[src/rtl/tx_share_arbiter.sv]
module tx_share_arbiter #(
  parameter int N_SRC   = 4,
  parameter int DATA_W  = 12,
  parameter int GAP     = 2,
  parameter int TIMEOUT = 64
) (
  input  logic                      clk,
  input  logic                      reset,
  input  logic [N_SRC-1:0]          src_req,
  input  logic [N_SRC*DATA_W-1:0]   src_data,
  output logic [N_SRC-1:0]          src_busy,
  output logic                      tx_req,
  output logic [DATA_W-1:0]         tx_data,
  input  logic                      tx_busy,
  output logic [3:0]                grant_id,
  output logic [15:0]               pkt_count,
  output logic                      timeout_err,
  output logic                      drop_err
);

  typedef enum logic [2:0] {
    S_IDLE,
    S_ISSUE,
    S_WAIT_ACK,
    S_WAIT_DONE,
    S_GAP
  } state_t;

  localparam state_t S_AFTER_PKT = (GAP == 0) ? S_IDLE : S_GAP;

  localparam int TW = $clog2(TIMEOUT + 1);
  localparam int GW = (GAP > 1) ? $clog2(GAP) : 1;

  state_t            state;
  logic [N_SRC-1:0]  pending;
  logic [DATA_W-1:0] slot [N_SRC];
  logic [3:0]        rr_ptr;
  logic [TW-1:0]     to_cnt;
  logic [GW-1:0]     gap_cnt;

  logic              pick_found;
  logic [3:0]        pick_idx;
  logic [DATA_W-1:0] pick_data;
  logic              ack_timeout;
  logic              pkt_done;
  logic [N_SRC-1:0]  cap_mask;
  logic [N_SRC-1:0]  clr_mask;

  assign src_busy = pending;

  always_comb begin
    pick_found = 1'b0;
    pick_idx   = '0;
    for (int unsigned k = 1; k <= N_SRC; k++) begin
      int unsigned cand;
      cand = (32'(rr_ptr) + k) % N_SRC;
      if (!pick_found && ((pending & (N_SRC'(1) << cand)) != '0)) begin
        pick_found = 1'b1;
        pick_idx   = 4'(cand);
      end
    end
  end

  always_comb begin
    pick_data = '0;
    for (int unsigned i = 0; i < N_SRC; i++) begin
      if (i == 32'(pick_idx)) pick_data = slot[i];
    end
  end

  assign ack_timeout = (state == S_WAIT_ACK) && !tx_busy && (to_cnt == TW'(TIMEOUT - 1));
  assign pkt_done    = (state == S_WAIT_DONE) && !tx_busy;

  // Captures use pre-edge pending bits, so a request on the release edge is dropped.
  assign cap_mask = src_req & ~pending;
  assign clr_mask = (ack_timeout || pkt_done) ? (N_SRC'(1) << grant_id) : '0;

  always_ff @(posedge clk) begin
    if (!reset) begin
      state       <= S_IDLE;
      pending     <= '0;
      rr_ptr      <= 4'(N_SRC - 1);
      to_cnt      <= '0;
      gap_cnt     <= '0;
      tx_req      <= 1'b0;
      tx_data     <= '0;
      grant_id    <= '0;
      pkt_count   <= '0;
      timeout_err <= 1'b0;
      drop_err    <= 1'b0;
      for (int unsigned i = 0; i < N_SRC; i++) slot[i] <= '0;
    end else begin
      pending <= (pending | cap_mask) & ~clr_mask;
      if ((src_req & pending) != '0) drop_err <= 1'b1;
      for (int unsigned i = 0; i < N_SRC; i++) begin
        if (cap_mask[i]) slot[i] <= src_data[i*DATA_W +: DATA_W];
      end

      tx_req <= 1'b0;
      case (state)
        S_IDLE: begin
          if (pick_found) begin
            grant_id <= pick_idx;
            rr_ptr   <= pick_idx;
            tx_data  <= pick_data;
            tx_req   <= 1'b1;
            state    <= S_ISSUE;
          end
        end
        S_ISSUE: begin
          to_cnt  <= '0;
          gap_cnt <= '0;
          state   <= S_WAIT_ACK;
        end
        S_WAIT_ACK: begin
          if (tx_busy) begin
            state <= S_WAIT_DONE;
          end else if (ack_timeout) begin
            timeout_err <= 1'b1;
            state       <= S_AFTER_PKT;
          end else begin
            to_cnt <= to_cnt + 1'b1;
          end
        end
        S_WAIT_DONE: begin
          if (pkt_done) begin
            pkt_count <= pkt_count + 16'd1;
            state     <= S_AFTER_PKT;
          end
        end
        S_GAP: begin
          if (gap_cnt == GW'(GAP - 1)) state <= S_IDLE;
          else                         gap_cnt <= gap_cnt + 1'b1;
        end
        default: state <= S_IDLE;
      endcase
    end
  end

endmodule
[config.mk]
export PLATFORM = sky130hd
export DESIGN_NAME = tx_share_arbiter
export DESIGN_NICKNAME = d
export VERILOG_FILES = /design/src/rtl/tx_share_arbiter.sv
export SDC_FILE = /design/constraint.sdc
export NUM_CORES = 1
export LEC_CHECK = 0
export CAP_MARGIN = 15
export CORE_MARGIN = 5
export CORE_UTILIZATION = 30
export DETAILED_ROUTE_END_ITERATION = 7
export PLACE_DENSITY_LB_ADDON = 0.05
export SKIP_LAST_GASP = 1
export SYNTH_ARGS = -nofsm -noshare
export SYNTH_HDL_FRONTEND = slang
export SYNTH_SLANG_ARGS = --single-unit
[constraint.sdc]
create_clock -name clk -period 4.05 [get_ports clk]
set_clock_uncertainty 0.2 [all_clocks]
set_input_delay 0.405 -clock clk [delete_from_list [all_inputs] [get_ports clk]]
set_output_delay 0.405 -clock clk [all_outputs]
set_load 0.02 [all_outputs]
# After elaboration in Yosys (flattened, before gate mapping)
# Memories as Yosys holds them, arrays and structs flattened.
# Cells that the tools add are included.
# totals
latch_bits	0
mem_bits_ro	0
ramBits	48
output_inout_bits	39
memories	1
ff_bits	52
# memory_table
name	words	word_bits	rd	rd_ports_with_merged_regs	write_ports	line	rtl
slot	4	12	4	0	4	36	logic [DATA_W-1:0] slot [N_SRC];
# classes
n_eq_ne	14
n_addsub	7
order_cmp	0
mux	42
shift	5
n_mul	0
bitwise_logic	15
reduce_logical	26
n_div	0
# ops
operator	count
$mux W12	8
$and A4 B4 Y4	7
$reduce_bool A4 Y1	5
$mux W1	19
$add A16 B1 Y16 const B	1
$shl A1 B2 Y4 const A	4
$mux W3	5
$pmux W3 S5	1
$mux W7	2
$pmux W7 S2	1
$mux W4	3
$ne A2 B2 Y1 const B	5
$eq A2 B4 Y1 const A	2
$not A4 Y4	2
$add A7 B1 Y7 const B	1
$eq A7 B6 Y1 const B	1
$eq A3 B2 Y1 const B	2
$logic_and A1 B1 Y1	6
$reduce_and A2 Y1	3
$reduce_and A3 Y1	2
$add A2 B1 Y2 const B	2
$add A2 B2 Y2 const B	2
$eq A1 B4 Y1 const A	1
$logic_not A1 Y1	4
other kinds (15)	20

# Depth between registers and ports, before layout
# logic_depth
word_depth	19
mapped_depth	10

# Worst setup path before layout
# OpenSTA, ideal clock, no wires.
# synth_path
path_kind	register to register
from	register rr_ptr[0]
to	register tx_data[10]
setup_slack_ns	1.592
path_stages_with_launch	10
n_path_buf	1
t_arrival_ns	2.132
setup_time_ns	0.126
period_less_slack_ns	2.458
path_cell_list	dfxtp_1 > inv_1 > ha_1 > a22o_1 > or2_0 > buf_2 > a21oi_4 > mux2_1 > o2111ai_1 > a31oi_1
# synth_between
elab_chain_cells	19
elab_cells_between_ends	39
classes_between	add/sub: 4; eq/ne: 3; shift: 4; mux: 12; bitwise: 4; reduce/logical: 12
# synth_rtl
item	line	rtl
start, declared	37	logic [3:0] rr_ptr;
start signal, assigned	82	rr_ptr <= 4'(N_SRC - 1);
start signal, assigned	104	rr_ptr <= pick_idx;
$add A2 B1 Y2	56	cand = (32'(rr_ptr) + k) % N_SRC;
$shl A1 B2 Y4	57	if (!pick_found && ((pending & (N_SRC'(1) << cand)) != '0)) begin
$and A4 B4 Y4	57	
$reduce_bool A4 Y1	57	
$mux W1	57	
$logic_not A1 Y1	57	
$logic_and A1 B1 Y1	57	
$mux W1	57	
$logic_not A1 Y1	57	
$logic_and A1 B1 Y1	57	
$mux W1	57	
$logic_not A1 Y1	57	
$logic_and A1 B1 Y1	57	
$mux W4	57	
$logic_not A4 Y1	67	if (i == 32'(pick_idx)) pick_data = slot[i];
$mux W12 (4 in a row)	67	
end signal, assigned	105	tx_data <= pick_data;
end, declared	13	output logic [DATA_W-1:0] tx_data,
# Parallel ways exist; a longest one is shown, timed or not.
# A chain may end at the register's enable or synchronous reset.

# Final worst setup path
# layout_path
from	register rr_ptr[0]
to	register tx_data[7]
# Same word-level chain as after synthesis.

==> flow_summary.ini <==
[sta]
relSlewSlack_pct = 61.7
final.setup.tns_ns = 0
max_freq_mhz = 303
post-route-min-period_ns = 3.30
final_max_slew_viol_count = 0
finalHoldViolCount = 0
rsz0062_at_grt = false
holdWs_ns = 0.258
period_share_pct = 81.6
setup_viol = 0
layout_setup_ws_ns = 0.746
tightest_slew_ns = 0.573

[setup_path]
cp_data_required_time_ns = 4.12
endpoint_kind = register
ff2ff_path_depth = 8
crit_chain = inv_1 -> ha_1 -> a22oi_1 -> and2_1 -> o2111ai_2 -> a211oi_2 -> o21ai_0 -> o211ai_1
slowest_delay_ns = 0.68
startpoint_type = register
arrival_ns = 3.37
crit_path_max_fanout = 16
cp_top_family = compound AO/OA/AOI/OAI gates
crit_cells = 8
crit_slowest_cell = dfxtp_1
worst-path-buf-inv = 1
critical_path_class = reg -> reg

[placed_design]
pre_cts_slack_ns = 0.813
dpl_cell_area_sq_mm = 0.00570
io_buffers = 91
hpwl_mm = 8.93
place.gp.congestion = 0.839

[worst_hold_path]
hold_path.class = reg -> reg
hold_depth = 2

[pwr]
p_leak_nw = 2.21
p_int_w = 0.00208
p_seq_share_pct = 39.8
p_switching_w = 0.00114
power_frac_clock_pct = 25.0
switching_share_pct = 35.5
peakVddDrop_mv = 0.241
pwr_density_cell_mw_per_mm2 = 537
p_comb_share_pct = 35.1

[clock_network]
cts_buffers = 9
clockRootBuffer = clkbuf_16
clock_latency_ns = 0.34
post_cts_resized = 0
cts_sinks = 98
clockBufferDepth = 2
cts_setup_buffers = 0
htree_num_levels = 3
cts_tree = done
ctsHoldBuffers = 0
clk_pin_slew_ns = 0.07

[global_routing]
first_global_vias = 3497
antenna_found_initial = 0
grt_max_degree = 21
grt_usage_pct = 13.5
grt_pass1_wl_mm = 19.0
grt_overflow = 0

[routing]
first_pass_iters = 5
drcViolationCount = 0
drt_iter0_drc = 189
wl_per_cell_microns = 16.5
num_vias = 3503
viasPerCell = 4.84
antenna_left = 0
postRouteWirelength_mm = 12.0

[final_layout]
num_antenna_cells = 0
final_layout_size_suffix_gt1_share_pct = 6.90
fin_area_sq_mm = 0.00600
area_growth_pct = 29.5
fin_nets = 593
final_util_pct = 39.5

[synth]
synth_area_leader_cell = edfxtp_1
synth_seq_cells = 98
yosysMostFrequentCell = and2_1
synth.cell_area_sq_mm = 0.00464
syn_area_per_cell_sq_um = 10.5
synth_cells = 442
post_synth_num_cell_types = 56
synth_area_leaders = edfxtp_1 (31%), dfxtp_1 (22%), and2_1 (6.9%), xor2_1 (2.8%), o21ai_0 (2.8%)
ys_warn_count = 0
synth_edf_count = 48
synth_seq_area_share_pct = 52.7
synth_top_flop_cell = dfxtp_1
yosysTopAreaCellShare_pct = 31.1
netlist_top_cells_count = and2_1 (51), dfxtp_1 (50), edfxtp_1 (48)
synthArstFlopShare_pct = 0

[floorplan]
die-area_sq_mm = 0.0180
initial_utilization_pct = 30.5
core_sq_mm = 0.0152
io-pin-count = 94
die_h_microns = 134
fp.dieW_microns = 134
rows = 45

[flow_run]
max_cap_viol_count = 0

[run_status]
status = complete, no violations
==> layout make-up <==
type                            count  area (sq um)
Fill cell                        1500          9200
Sequential cell                    98          2440
Multi-Input combinational cell    310          2020
Timing Repair Buffer              103           998
Clock buffer                       12           246
Tap cell                          188           235
Inverter                            9          33.8
Clock inverter                      4          26.3
==> cells in the final DEF, fill, tap and decap left out, types with 12 or more instances in the layout <==
cell | netlist | routed
a21oi_1 | 15 | 15
dfxtp_1 | 50 | 50
clkdlybuf4s50_1 | 0 | 91
mux2i_1 | 12 | 12
and2_1 | 51 | 51
edfxtp_1 | 48 | 48
and3_1 | 12 | 12
nand2_1 | 27 | 27
o21ai_0 | 26 | 26
xor2_1 | 15 | 15
nor2_1 | 33 | 33
==> through the flow <==
stage / std cells / total power, W
2_1_floorplan: 443 / 0.00207
4_1_cts: 720 / 0.00326
3_3_place_gp: 704 / 0.00243
3_5_place_dp: 704 / 0.00245
5_1_grt: 724 / 0.00341
6_report: 724 / 0.00322
==> state kept, by name, summed over array words and instances (netlist names) <==
| name | count |
|---|---|
| slot | 48 |
| pkt_count | 16 |
| timeout_err | 1 |
| state | 3 |
| tx_data | 12 |
| gap_cnt | 1 |
| rr_ptr | 2 |
| to_cnt | 7 |
| drop_err | 1 |
| src_busy | 4 |
| grant_id | 2 |
| tx_req | 1 |
==> final timing paths <==
path	from	end	slack, ns
worst min-delay path	to_cnt[6]	to_cnt[6]	0.26
worst min register to register	to_cnt[6]	to_cnt[6]	0.26
worst max-delay path	rr_ptr[0]	tx_data[7]	0.75
worst max register to register	rr_ptr[0]	tx_data[7]	0.75
==> worst min-delay path, cell delays in order (launching register included) <==
cell	delay, ns
dfxtp_1	0.32
nand2_1	0.06
nor2_1	0.04
==> power groups by stage <==
stage / clock network (W) / registers, W / logic (W)
floorplan: 0 / 0.00134 / 0.000725
global placement: 0 / 0.00131 / 0.00111
detailed placement: 0 / 0.00131 / 0.00114
CTS: 0.000830 / 0.00129 / 0.00114
global route: 0.000866 / 0.00131 / 0.00123
finish: 0.000807 / 0.00128 / 0.00113
==> routing by layer <==
layer | global-route usage, % | share of wire (%)
met1 | 19.0 | 49
met5 | 0 | 0
met2 | 20.4 | 44
met4 | 4.58 | 0.81
met3 | 3.08 | 5.5
==> cells by family after synthesis <==
family	Yosys count	share of synthesized area, %
AO/OA/AOI/OAI	93	14.2
other	1	0.0809
AND/OR/NAND/NOR	174	20.4
multiplexers	16	3.56
XOR/XNOR	18	3.40
flip-flops	98	52.7
adder cells (fa/ha/maj)	7	1.89
buffers and inverters	35	3.78
Power figures use the tool's default switching activity.
==> variant (config.mk and constraints unchanged) <==
Reset style: asynchronous (`reset`), changed in one clocked block.
--- a/src/rtl/tx_share_arbiter.sv
+++ b/src/rtl/tx_share_arbiter.sv
@@ -75,7 +75,7 @@
   assign cap_mask = src_req & ~pending;
   assign clr_mask = (ack_timeout || pkt_done) ? (N_SRC'(1) << grant_id) : '0;
 
-  always_ff @(posedge clk) begin
+  always_ff @(posedge clk or negedge reset) begin
     if (!reset) begin
       state       <= S_IDLE;
       pending     <= '0;
Behaviour: differs if reset is asserted again (counterexample within 4 cycles, from zero or initial values and one cycle with reset low); with reset held inactive, the same outputs for 4 cycles.
==> variant against the original RTL <==
- hold slack better by 0.0063 ns
- highest routed layer is now met5
- synthesized area down 3.9%
- global-route usage down 0.57 points
- setup slack worse by 0.13 ns
- cell area down 3.3%
- non-clock buffer count down 6
- combinational power up 73%
- synthesized cell count down 20%
- total power up 37%
- final cell count down 12%
- routed wire length down 8.6%
- critical path type unchanged
- sequential cell count unchanged
==> variant: results (changes against the original RTL) <==
\begin{tabular}{lr}
\hline
Metric & Value \\
\hline
\multicolumn{2}{l}{\textbf{Route}} \\
\quad Via count normalized by instance count & 4.85 (+0.22\%) \\
\quad Drt wl/cell & 17.2 um (+4.0\%) \\
\quad Violation count after the first detailed-route iteration & 140 (-26\%) \\
\quad First-pass DRT Iterations & 6 (+1) \\
\multicolumn{2}{l}{\textbf{Timing}} \\
\quad Pin slew with the least headroom to its limit & 1.14 ns (+0.562 ns) \\
\multicolumn{2}{l}{\textbf{Status}} \\
\quad Result of the run & finished clean \\
\multicolumn{2}{l}{\textbf{Global route}} \\
\quad Overall routing resource usage & 12.9\% (-0.57 points) \\
\quad Number of antenna violations at the first check in global routing & 1 (+1) \\
\quad GR Layer Usage met1 & 16.6\% (-2.4 points) \\
\quad Met2 layer usage reported by global route & 21.0\% (+0.61 points) \\
\quad Largest net degree at the start of global routing & 52 (+150\%) \\
\quad Number of global-route vias before repair & 3,308 (-5.4\%) \\
\quad Global routing usage on met3 & 3.82\% (+0.74 points) \\
\multicolumn{2}{l}{\textbf{Pwr}} \\
\quad Peak VDD IR & 0.000319 V (+33\%) \\
\quad Cell leakage power & 2.49 nW (+12\%) \\
\multicolumn{2}{l}{\textbf{Worst setup path}} \\
\quad Critical path data arrival time & 3.43 ns (+0.06 ns) \\
\quad Worst reg-to-reg setup slack & 0.61 ns (-0.13 ns) \\
\quad Reg-to-reg critical path startpoint & rr\_ptr[0] \\
\multicolumn{2}{l}{\textbf{Final layout}} \\
\quad Fill cell instance count of the final layout & 1,439 (-4.1\%) \\
\quad Post-layout instance area & 5810 um2 (-3.3\%) \\
\multicolumn{2}{l}{\textbf{Worst hold path}} \\
\quad WHS Endpoint & timeout\_err \\
\quad Launch point of the worst hold path & timeout\_err \\
\multicolumn{2}{l}{\textbf{Place}} \\
\quad Half-perimeter wire length after detailed placement & 7.94 mm (-11\%) \\
\quad Cell area after placement & 5530 um2 (-3.1\%) \\
\multicolumn{2}{l}{\textbf{Logic synthesis}} \\
\quad Most used standard cells in the synthesized netlist & sky130\_fd\_sc\_hd\_\_dfrtp\_1, sky130\_fd\_sc\_hd\_\_mux2\_2, sky130\_fd\_sc\_hd\_\_nand2\_1, sky130\_fd\_sc\_hd\_\_mux2i\_1, sky130\_fd\_sc\_hd\_\_nor2\_1 \\
\quad Syn Area/Cell & 12.6 um2 (+20\%) \\
\quad Sequential-to-total area share from yosys stat & 55.1\% (+2.4 points) \\
\hline
\end{tabular}
variant: cell types whose count changed in the layout (fill, tap and decap cells not counted), sizes merged, moves of 9 or more:
cell    delta
mux2i     +13
dfxtp     -50
and2      -51
dfrtp     +96
mux2      +47
edfxtp    -48
o21ai     -24
o211ai    -10
a21boi     -9
nor2      -17
o221ai    +11
variant: layer usage:
layer / vias to the layer above / part of all wire, %
met5: - / 0.18
met4: 2 / 1.5
met3: 15 / 3.8
met2: 59 / 49
met1: 1550 / 46
li1: 1458 / -
variant: logic make-up after synthesis:
| family | count (synthesis) | share of synthesized area, % |
|---|---|---|
| other cells | 1 | 0.0841 |
| xor+xnor | 18 | 3.54 |
| flops | 98 | 55.1 |
| compound gates | 47 | 7.92 |
| fa+ha+maj | 7 | 1.97 |
| simple gates | 87 | 9.83 |
| mux | 76 | 18.5 |
| buf+inv | 20 | 3.09 |
variant: how the worst max path moves through the flow:
stage | startpoint | to | slack (ns) | depth (start not counted)
finish | rr_ptr[0] | tx_data[9] | 0.61 | 8
global route | rr_ptr[0] | tx_data[6] | 0.38 | 8
CTS | rr_ptr[0] | tx_data[9] | 0.60 | 8
detailed placement | rr_ptr[0] | tx_data[9] | 0.63 | 8
global placement | rr_ptr[1] | tx_data[9] | 0.72 | 8
floorplan | rr_ptr[0] | grant_id[1] | 1.38 | 7
variant: power by group through the flow:
stage / combinational, mW / clock, mW / sequential [mW]
after global routing: 2.14 / 0.871 / 1.71
after floorplan: 1.47 / 0 / 1.68
after global placement: 1.92 / 0 / 1.69
final: 1.95 / 0.794 / 1.66
after CTS: 1.98 / 0.833 / 1.67
after detailed placement: 1.97 / 0 / 1.68
variant: what timing repair did:
item / 4_1_cts / 5_1_grt
gates resized for setup: 0 / 0
hold buffers: 1 / 0
endpoints found under the hold margin: 47 / 0
buffers inserted: 0 / 0
variant: layout make-up:
class | instances | share of cell area [%]
timing repair buffer | 97 | 16.5
multi-input combinational | 237 | 32.4
sequential | 98 | 42.3
clock inverter | 5 | 0.517
tap | 184 | 3.96
clock buffer | 11 | 4.18
inverter | 4 | 0.259
variant: per-stage QoR:
| stage | worst slack (ns) | power, mW |
|---|---|---|
| floorplan | 1.38 | 3.15 |
| global placement | 0.715 | 3.60 |
| detailed placement | 0.626 | 3.65 |
| CTS | 0.597 | 4.47 |
| global route | 0.381 | 4.72 |
| finish | 0.614 | 4.40 |
